`src/rtl/fre_pkg.sv`:
```
// fre_pkg: shared FSM state encodings, mode codes and default counter width
package fre_pkg;
  localparam int CNT_W_DEF = 32;
  localparam logic [2:0] IDLE = 3'd0;
  localparam logic [2:0] GATE = 3'd1;
  localparam logic [2:0] ARM  = 3'd2;
  localparam logic [2:0] MEAS = 3'd3;
  localparam logic [2:0] DONE = 3'd4;
  localparam logic MODE_GATE   = 1'b0;
  localparam logic MODE_PERIOD = 1'b1;
endpackage

```
`src/rtl/fin_edge_sync.sv`:
```
// fin_edge_sync: 2-flop synchroniser plus edge register giving a one-cycle rising-edge pulse
// sys_count_clk/rst_n: clock and async active-low reset; async_in: raw pin; rise: edge pulse
module fin_edge_sync (
  input  logic sys_count_clk,
  input  logic rst_n,
  input  logic async_in,
  output logic rise
);
  logic [2:0] sync_q, sync_d;
  always_comb sync_d = {sync_q[1:0], async_in};
  always_ff @(posedge sys_count_clk or negedge rst_n)
    if (!rst_n) sync_q <= '0;
    else sync_q <= sync_d;
  assign rise = sync_q[1] & ~sync_q[2];
endmodule

```
`src/rtl/fre_measure_ctrl.sv`:
```
// fre_measure_ctrl: auto-ranging sequencer, gate-time edge count with fallback to period measurement
// in: sys_count_clk, rst_n (async low), f_in, start, continuous, abort
// out: busy, mode (0 gate/1 period), result, result_valid (1-cycle), timeout
module fre_measure_ctrl
  import fre_pkg::*;
#(
  parameter int          CNT_W          = CNT_W_DEF,
  parameter int unsigned GATE_CYCLES    = 50000000,
  parameter int unsigned THRESH_EDGES   = 1000,
  parameter int unsigned TIMEOUT_CYCLES = 100000000
) (
  input  logic             sys_count_clk,
  input  logic             rst_n,
  input  logic             f_in,
  input  logic             start,
  input  logic             continuous,
  input  logic             abort,
  output logic             busy,
  output logic             mode,
  output logic [CNT_W-1:0] result,
  output logic             result_valid,
  output logic             timeout
);
  localparam logic [CNT_W-1:0] GATE_LAST = CNT_W'(GATE_CYCLES - 1);
  localparam logic [CNT_W-1:0] TMO_LAST  = CNT_W'(TIMEOUT_CYCLES - 1);
  localparam logic [CNT_W-1:0] THRESH    = CNT_W'(THRESH_EDGES);
  function automatic logic [CNT_W-1:0] sat_inc(input logic [CNT_W-1:0] x);
    return (&x) ? x : x + CNT_W'(1);
  endfunction
  logic             rise;
  logic [2:0]       state_q, state_d;
  logic [CNT_W-1:0] gate_q, gate_d, edges_q, edges_d, tmo_q, tmo_d, per_q, per_d;
  logic [CNT_W-1:0] edges_now, result_q, result_d;
  logic             mode_q, mode_d, timeout_q, timeout_d;
  fin_edge_sync u_sync (
    .sys_count_clk(sys_count_clk),
    .rst_n        (rst_n),
    .async_in     (f_in),
    .rise         (rise)
  );
  always_comb begin
    state_d   = state_q;
    gate_d    = gate_q;
    edges_d   = edges_q;
    tmo_d     = tmo_q;
    per_d     = per_q;
    result_d  = result_q;
    mode_d    = mode_q;
    timeout_d = timeout_q;
    edges_now = rise ? sat_inc(edges_q) : edges_q;
    case (state_q)
      IDLE: state_d = start ? GATE : IDLE;
      GATE: begin
        gate_d  = sat_inc(gate_q);
        edges_d = edges_now;
        if (gate_q >= GATE_LAST) begin
          state_d = (edges_now >= THRESH) ? DONE : ARM;
          if (edges_now >= THRESH) begin
            result_d  = edges_now;
            mode_d    = MODE_GATE;
            timeout_d = 1'b0;
          end
        end
      end
      ARM, MEAS: begin
        tmo_d = sat_inc(tmo_q);
        per_d = (state_q == ARM) ? CNT_W'(1) : sat_inc(per_q);
        // an edge in the timeout cycle takes precedence over the timeout
        if (rise) begin
          state_d = (state_q == ARM) ? MEAS : DONE;
          if (state_q == MEAS) begin
            result_d  = per_q;
            mode_d    = MODE_PERIOD;
            timeout_d = 1'b0;
          end
        end else if (tmo_q >= TMO_LAST) begin
          state_d   = DONE;
          result_d  = '0;
          mode_d    = MODE_PERIOD;
          timeout_d = 1'b1;
        end
      end
      DONE:    state_d = continuous ? GATE : IDLE;
      default: state_d = IDLE;
    endcase
    if (abort) begin
      state_d   = IDLE;
      result_d  = result_q;
      mode_d    = mode_q;
      timeout_d = timeout_q;
    end
    // counters restart from zero for every new gate window
    if (state_d == IDLE || state_d == DONE) begin
      gate_d  = '0;
      edges_d = '0;
      tmo_d   = '0;
      per_d   = '0;
    end
  end
  always_ff @(posedge sys_count_clk or negedge rst_n)
    if (!rst_n) begin
      state_q   <= IDLE;
      gate_q    <= '0;
      edges_q   <= '0;
      tmo_q     <= '0;
      per_q     <= '0;
      result_q  <= '0;
      mode_q    <= 1'b0;
      timeout_q <= 1'b0;
    end else begin
      state_q   <= state_d;
      gate_q    <= gate_d;
      edges_q   <= edges_d;
      tmo_q     <= tmo_d;
      per_q     <= per_d;
      result_q  <= result_d;
      mode_q    <= mode_d;
      timeout_q <= timeout_d;
    end
  assign busy         = state_q != IDLE;
  assign result_valid = state_q == DONE;
  assign result       = result_q;
  assign mode         = mode_q;
  assign timeout      = timeout_q;
endmodule

```
`config.mk`:
```
export PLATFORM = sky130hd
export DESIGN_NAME = fre_measure_ctrl
export DESIGN_NICKNAME = d
export VERILOG_FILES = /design/src/rtl/fre_pkg.sv /design/src/rtl/fin_edge_sync.sv /design/src/rtl/fre_measure_ctrl.sv
export SDC_FILE = /design/constraint.sdc
export NUM_CORES = 1
export LEC_CHECK = 0
export ABC_AREA = 1
export CAP_MARGIN = 15
export CELL_PAD_IN_SITES_DETAIL_PLACEMENT = 2
export CELL_PAD_IN_SITES_GLOBAL_PLACEMENT = 2
export CORE_MARGIN = 2
export CORE_UTILIZATION = 30
export DETAILED_ROUTE_END_ITERATION = 7
export GPL_ROUTABILITY_DRIVEN = 0
export PLACE_DENSITY_LB_ADDON = 0.1
export SLEW_MARGIN = 25
export SYNTH_ARGS = -nofsm -noshare
export SYNTH_HDL_FRONTEND = slang
export SYNTH_HIERARCHICAL = 1
export SYNTH_SLANG_ARGS = --single-unit
```
`constraint.sdc`:
```
create_clock -name sys_count_clk -period 2.4 [get_ports sys_count_clk]
set_clock_uncertainty 0.05 [all_clocks]
set_input_delay 0.24 -clock sys_count_clk [delete_from_list [all_inputs] [get_ports sys_count_clk]]
set_output_delay 0.24 -clock sys_count_clk [all_outputs]
set_load 0.05 [all_outputs]
```
==> results of run 1 <==
area by class of cell:
class                   count  area, um^2  area share [%]
clock buffers              20         447            2.87
repair buffers            329        3040            19.5
well taps                 468         586            3.77
inverters                 180         691            4.45
multi-input cells        1210        6470            41.6
clock inverters            11         103           0.660
flip-flops and latches    168        4210            27.1
path summary, 6_finish.rpt:
path	endpoint	slack (ns)	from	cells after the start
max	gate_q[30]$_DFFE_PN0P_	-0.54	edges_q[11]$_DFFE_PN0P_	18
min	u_sync/sync_q[0]$_DFF_PN0_	0.17	f_in	1
max reg2reg	gate_q[30]$_DFFE_PN0P_	-0.54	edges_q[11]$_DFFE_PN0P_	18
min reg2reg	u_sync/sync_q[1]$_DFF_PN0_	0.30	u_sync/sync_q[0]$_DFF_PN0_	0
max in group asynchronous	gate_q[19]$_DFFE_PN0P_	1.33	rst_n	3
min in group asynchronous	edges_q[14]$_DFFE_PN0P_	0.26	rst_n	2
synthesized netlist by cell type (2+ instances only):
library cell  instances  area (um^2)
ha_1                  4         50.1
nor3_1               56          280
buf_6                12          135
inv_2                 3         11.3
o22ai_1              14         87.6
inv_1               175          657
a22oi_1               6         45.0
nand3_1             189          946
buf_4                 4         30.0
nand2_4               2         22.5
a31oi_1               2         12.5
nand2_1             457         1720
buf_2                18         90.1
xnor2_1              18          158
nor3b_1               2         15.0
clkinv_1              2         7.51
nand4_1              39          244
or2_2                 9         56.3
buf_1                 4         15.0
a21oi_1              53          265
nand2_2               5         31.3
nor2_1              174          653
nor2_2               22          138
dfrtp_1             168         4200
o21ai_0              53          265
nor4_1               23          144
nor2_4                2         22.5
o211ai_1              3         22.5
clkbuf_1             25         93.8
xor2_1               58          508
a32oi_1               7         61.3
registers in the layout, summed over array words and instances (netlist names), 3 cells and up:
name	flops
edges_q	32
state_q	3
result	32
per_q	32
u_sync/sync_q	3
gate_q	32
tmo_q	32
layer usage:
metal  up-vias  wire, um
met4         0      1090
met1      6143     20400
met5         -         0
li1       5820         -
met3        60      1080
met2       129     25100
worst max-delay path: cells and delay by family, from the launching register on:
kind,cells,cell delay (ns)
AND/OR/NAND/NOR,15,1.87
flip-flops,1,0.41
buffers and inverters,2,0.27
XOR/XNOR,1,0.26
power by group:
group,total [mW],internal [mW],switching [mW]
Combinational,1.89,0.670,1.22
Clock,2.74,1.45,1.29
Sequential,3.08,2.97,0.106
cells by family (layout without fill, tap and decap cells):
family                   count (synthesis)  in the layout  synth area share, %
AND/OR/NAND/NOR                        984            984                 38.8
multiplexers                             1              1               0.0900
XOR/XNOR                                76             76                 5.98
adder cells (fa/ha/maj)                  4              4                0.450
buffers and inverters                  245            540                 9.53
flip-flops                             168            168                 37.8
AO/OA/AOI/OAI                          145            145                 7.31
timing repair:
action,CTS,global route
endpoints found under the hold margin,46,0
buffers inserted,5,18
resized for setup,58,124
pin swaps,11,46
hold buffers,1,0
gates cloned,4,4
setup endpoints to repair,164,164
==> results.tsv, run 1 <==
metric	value	unit
ANT cells	0	
Post-Layout Cell Count	2386	
CTS tree	done	
Placed Area	14000	um^2
GR Util met2	46.1	%
Max Buffers Root-to-Sink	2	
Area Overhead vs Synth	39.7	%
CP peak stage delay	0.41	ns
CTS Buf Count	17	
Place WS	-0.866	ns
cell area after layout	15500	um^2
Top FF cell, synth	dfrtp_1	
Seq/Total Area, Yosys	37.8	%
critical path class	flip-flop to flip-flop	
failing checks	negative setup slack	
Initial Util	30.5	%
Top-Level Pins	42	
CP startpoint kind	flip-flop	
GRT Overall Usage	24.8	%
most used cell, CP	nand2_2	
Die X	197	um
Max Slew Vio Count	0	
grt peak-use layer	met2	
fillcell total	4280	
endpoints failing setup	164	
crit-path max FO	7	
initial antenna violation count	0	
fmax	340	MHz
initial drt markers	512	
syn avg cell area	6.85	um^2
most common cell after layout, fill and taps aside	nand2_1	
Leakage Power	7.15	nW
routed vias	12200	
final worst-path cycle share	123	%
Vert. Die Dim	197	um
syn_nets	1633	
final WL	47700	um
synthesized instance count	1623	
endpoints failing hold	0	
largest net degree at the start of global routing	51	
final-stage net count	1916	
clock-pin slew on the worst setup and hold paths	0.07	ns
row cnt	70	
met1 usage	30.3	%
worst setup slack after layout	-0.541	ns
Slowest cell on crit path	dfrtp_1	
Cell Pwr Density	496	nW/um^2
post-layout util	42.5	%
DR DRC count	0	
Setup TNS	-78.56	ns
post-synth cell types	45	
clock sinks	168	
Critical Path End Type	flip-flop	
commonest non-fill, non-tap cells in the layout	429 x nand2_1, 250 x buf_4, 173 x inv_1	
first-pass GRT wire length	74400	um
Core Area	36500	um^2
dpl cells	2325	
GR Layer Usage met3	3.23	%
critical path cell sequence	nand2_2, nor2_2, nand2_2, nor2_8, nand4_1, xor2_2, nand2_2, nor2_4, nand2_2, nor2_4, nand3_2, nand2_2, nand2_4, nand2_8, buf_6, buf_6, nand3_1, nand2_1	
clk root buf	clkbuf_16	
synthesized cell area	11100	um^2
EDFF count, synth	0	
DP Wirelength	35300	um
synthesized flop and latch total	168	
Pre-antenna DRT Iters	4	
Slew HR	59.8	%
I/O Buffers	41	
Hold WS	0.174	ns
min-delay worst type	input pin to flip-flop	
Critical Path RT	2.74	ns
Wirelength per Cell	20.0	um
RSZ-0062 raised after global routing	yes	
status	complete, but fails checks	
share of cells above drive strength 1	26.3	%
H-tree Lvls	4	
Max Cap Viol	0	
die area	38600	um^2
actual slew at the worst max-slew pin	0.601	ns
clock period minus worst slack	2.94	ns
worst-skew pair later-pin latency	0.46	ns
vias in the first global route	13300	
final total power	7.71	mW
Final ANT Viol Nets	0	
DR vias/cell	5.09	
synth warn	6	
Async S/R FF share, synth	100	%
total grt overflow	0	
peak supply drop	527	uV
Crit path arrival time	3.28	ns
No activity file was read; power rests on OpenSTA's default activity.
==> run 2, diff against run 1 <==
Settings changed: CORE_MARGIN 2 to 4, HOLD_SLACK_MARGIN set to 0.05.
==> results.tsv, run 2 (synthesis gave the netlist of run 1 again) <==
metric	value	unit	change
status	complete, but fails checks		
failing checks	negative setup slack		
share of cells above drive strength 1	32.4	%	+6.2 points
crit-path max FO	17		+10
final WL	54500	um	+14%
peak supply drop	595	uV	+13%
Hold WS	0.162	ns	-0.0122 ns
clock sinks	168		unchanged
area of the multi-input gates	7020	um^2	+8.5%
Initial Util	30.4	%	-0.073 points
ANT cells	0		unchanged
CP startpoint kind	flip-flop		
Max Cap Viol	0		unchanged
Placed Area	14100	um^2	+0.81%
DR vias/cell	5.22		+2.5%
Max Buffers Root-to-Sink	2		unchanged
sequential power share	36.0	%	-3.9 points
min-delay worst type	input pin to flip-flop		
clk root buf	clkbuf_16		
cell-internal power	5.67	mW	+12%
Wirelength per Cell	22.4	um	+12%
final total power	8.55	mW	+11%
I/O Buffers	41		unchanged
cell area after layout	16900	um^2	+8.6%
Leakage Power	7.58	nW	+6.0%
clock-pin slew on the worst setup and hold paths	0.07	ns	about the same
DR DRC count	0		unchanged
RSZ-0062 raised after global routing	yes		
GRT Overall Usage	25.5	%	+0.68 points
actual slew at the worst max-slew pin	0.654	ns	+0.0535 ns
first-pass GRT wire length	82100	um	+10%
Critical Path End Type	flip-flop		
Logic pwr share	26.4	%	+1.9 points
Vert. Die Dim	201	um	+2.0%
Max Slew Vio Count	0		unchanged
critical path class	flip-flop to flip-flop		
Slew HR	56.3	%	-3.6 points
endpoints failing setup	164		unchanged
Place WS	-0.662	ns	+0.204 ns
FF/Latch Area	4210	um^2	about the same
initial drt markers	569		+11%
worst-skew pair later-pin latency	0.47	ns	about the same
total grt overflow	0		unchanged
Cell Pwr Density	507	nW/um^2	+2.2%
routed vias	12700		+4.6%
Top-Level Pins	42		unchanged
Core Area	36600	um^2	+0.24%
Clk network pwr share	37.6	%	+2.0 points
endpoints failing hold	0		unchanged
Area Overhead vs Synth	51.7	%	
largest net degree at the start of global routing	55		+7.8%
clock period minus worst slack	3.15	ns	+0.209 ns
final-stage net count	1964		+2.5%
final worst-path cycle share	131	%	+8.7 points
most common cell after layout, fill and taps aside	nand2_1		
Crit path arrival time	3.45	ns	+0.17 ns
worst setup slack after layout	-0.750	ns	-0.209 ns
die area	40200	um^2	+4.1%
CTS tree	done		
Pre-antenna DRT Iters	5		+1
Final ANT Viol Nets	0		unchanged
Die X	201	um	+2.0%
commonest non-fill, non-tap cells in the layout	417 x nand2_1, 277 x buf_4, 170 x inv_1		
H-tree Lvls	4		unchanged
Setup TNS	-105.39	ns	-26.82 ns
row cnt	70		unchanged
vias in the first global route	14200		+7.1%
fmax	317	MHz	-6.6%
DP Wirelength	35800	um	+1.4%
Critical Path RT	2.70	ns	-0.04 ns
CTS Buf Count	17		unchanged
initial antenna violation count	0		unchanged
P_sw	2.88	mW	+9.8%
Net Sw Frac	33.7	%	-0.35 points
fillcell total	4118		-3.8%
==> run 2: routing by layer <==
layer  GRT usage, %  vias up  wire, um
met2           47.1      183     28900
met3           3.23       72      1300
met4           8.60        0      1550
li1               -     5934         -
met5              0        -         0
met1           30.5     6526     22800
==> run 2: timing repair <==
| item | 4_1_cts | 5_1_grt |
|---|---|---|
| cloned | 13 | 8 |
| resized for setup | 165 | 154 |
| endpoints found under the hold margin | 50 | 0 |
| pin swaps | 23 | 45 |
| setup buffers | 33 | 11 |
| endpoints found under the setup margin | 164 | 164 |
| hold buffers | 1 | 0 |
==> run 2: cell type report <==
cell class / count / share of cell area [%]
Tap cell: 468 / 3.47
Timing Repair Buffer: 377 / 22.0
Sequential cell: 168 / 24.9
Inverter: 180 / 4.16
Multi-Input combinational cell: 1210 / 41.6
Clock inverter: 12 / 1.13
Clock buffer: 20 / 2.77
==> run 2: worst paths after layout <==
check,from,end,slack (ns),depth (start not counted)
max,edges_q[3]$_DFFE_PN0P_,result[31]$_DFFE_PN0P_,-0.75,19
min,f_in,u_sync/sync_q[0]$_DFF_PN0_,0.16,1
max reg2reg,edges_q[3]$_DFFE_PN0P_,result[31]$_DFFE_PN0P_,-0.75,19
min reg2reg,u_sync/sync_q[0]$_DFF_PN0_,u_sync/sync_q[1]$_DFF_PN0_,0.30,0
max in group asynchronous,rst_n,per_q[12]$_DFFE_PN0P_,1.36,3
min in group asynchronous,rst_n,edges_q[0]$_DFFE_PN0P_,0.29,2
==> run 2: critical path: stages, from the launching register on <==
cell and delay (ns):
dfrtp_1 0.43, nand2_1 0.16, nor2_4 0.22, buf_6 0.14, buf_6 0.11, nand3_1 0.09, nand2_2 0.08, nand3_2 0.09
a21oi_2 0.19, nand2_1 0.12, nor2_2 0.19, nand2_1 0.10, nor2_2 0.14, nor2_4 0.06, buf_4 0.13, nand3_2 0.10
nand2_4 0.09, buf_4 0.18, buf_16 0.15, o21ai_0 0.22
==> run 2: power groups by stage <==
stage | clock, mW | combinational, mW | sequential [mW]
after floorplan | 0 | 0.564 | 3.48
after global placement | 0 | 1.64 | 3.12
after detailed placement | 0 | 1.68 | 3.13
after CTS | 3.27 | 2.06 | 3.07
after global routing | 3.41 | 2.38 | 3.09
final | 3.22 | 2.26 | 3.08
==> run 2: through the flow <==
stage	cells	utilization, %
2_1_floorplan	1623	-
3_3_place_gp	2340	38.4
3_5_place_dp	2340	38.4
4_1_cts	2418	43.8
5_1_grt	2435	46.1
6_report	2435	46.1
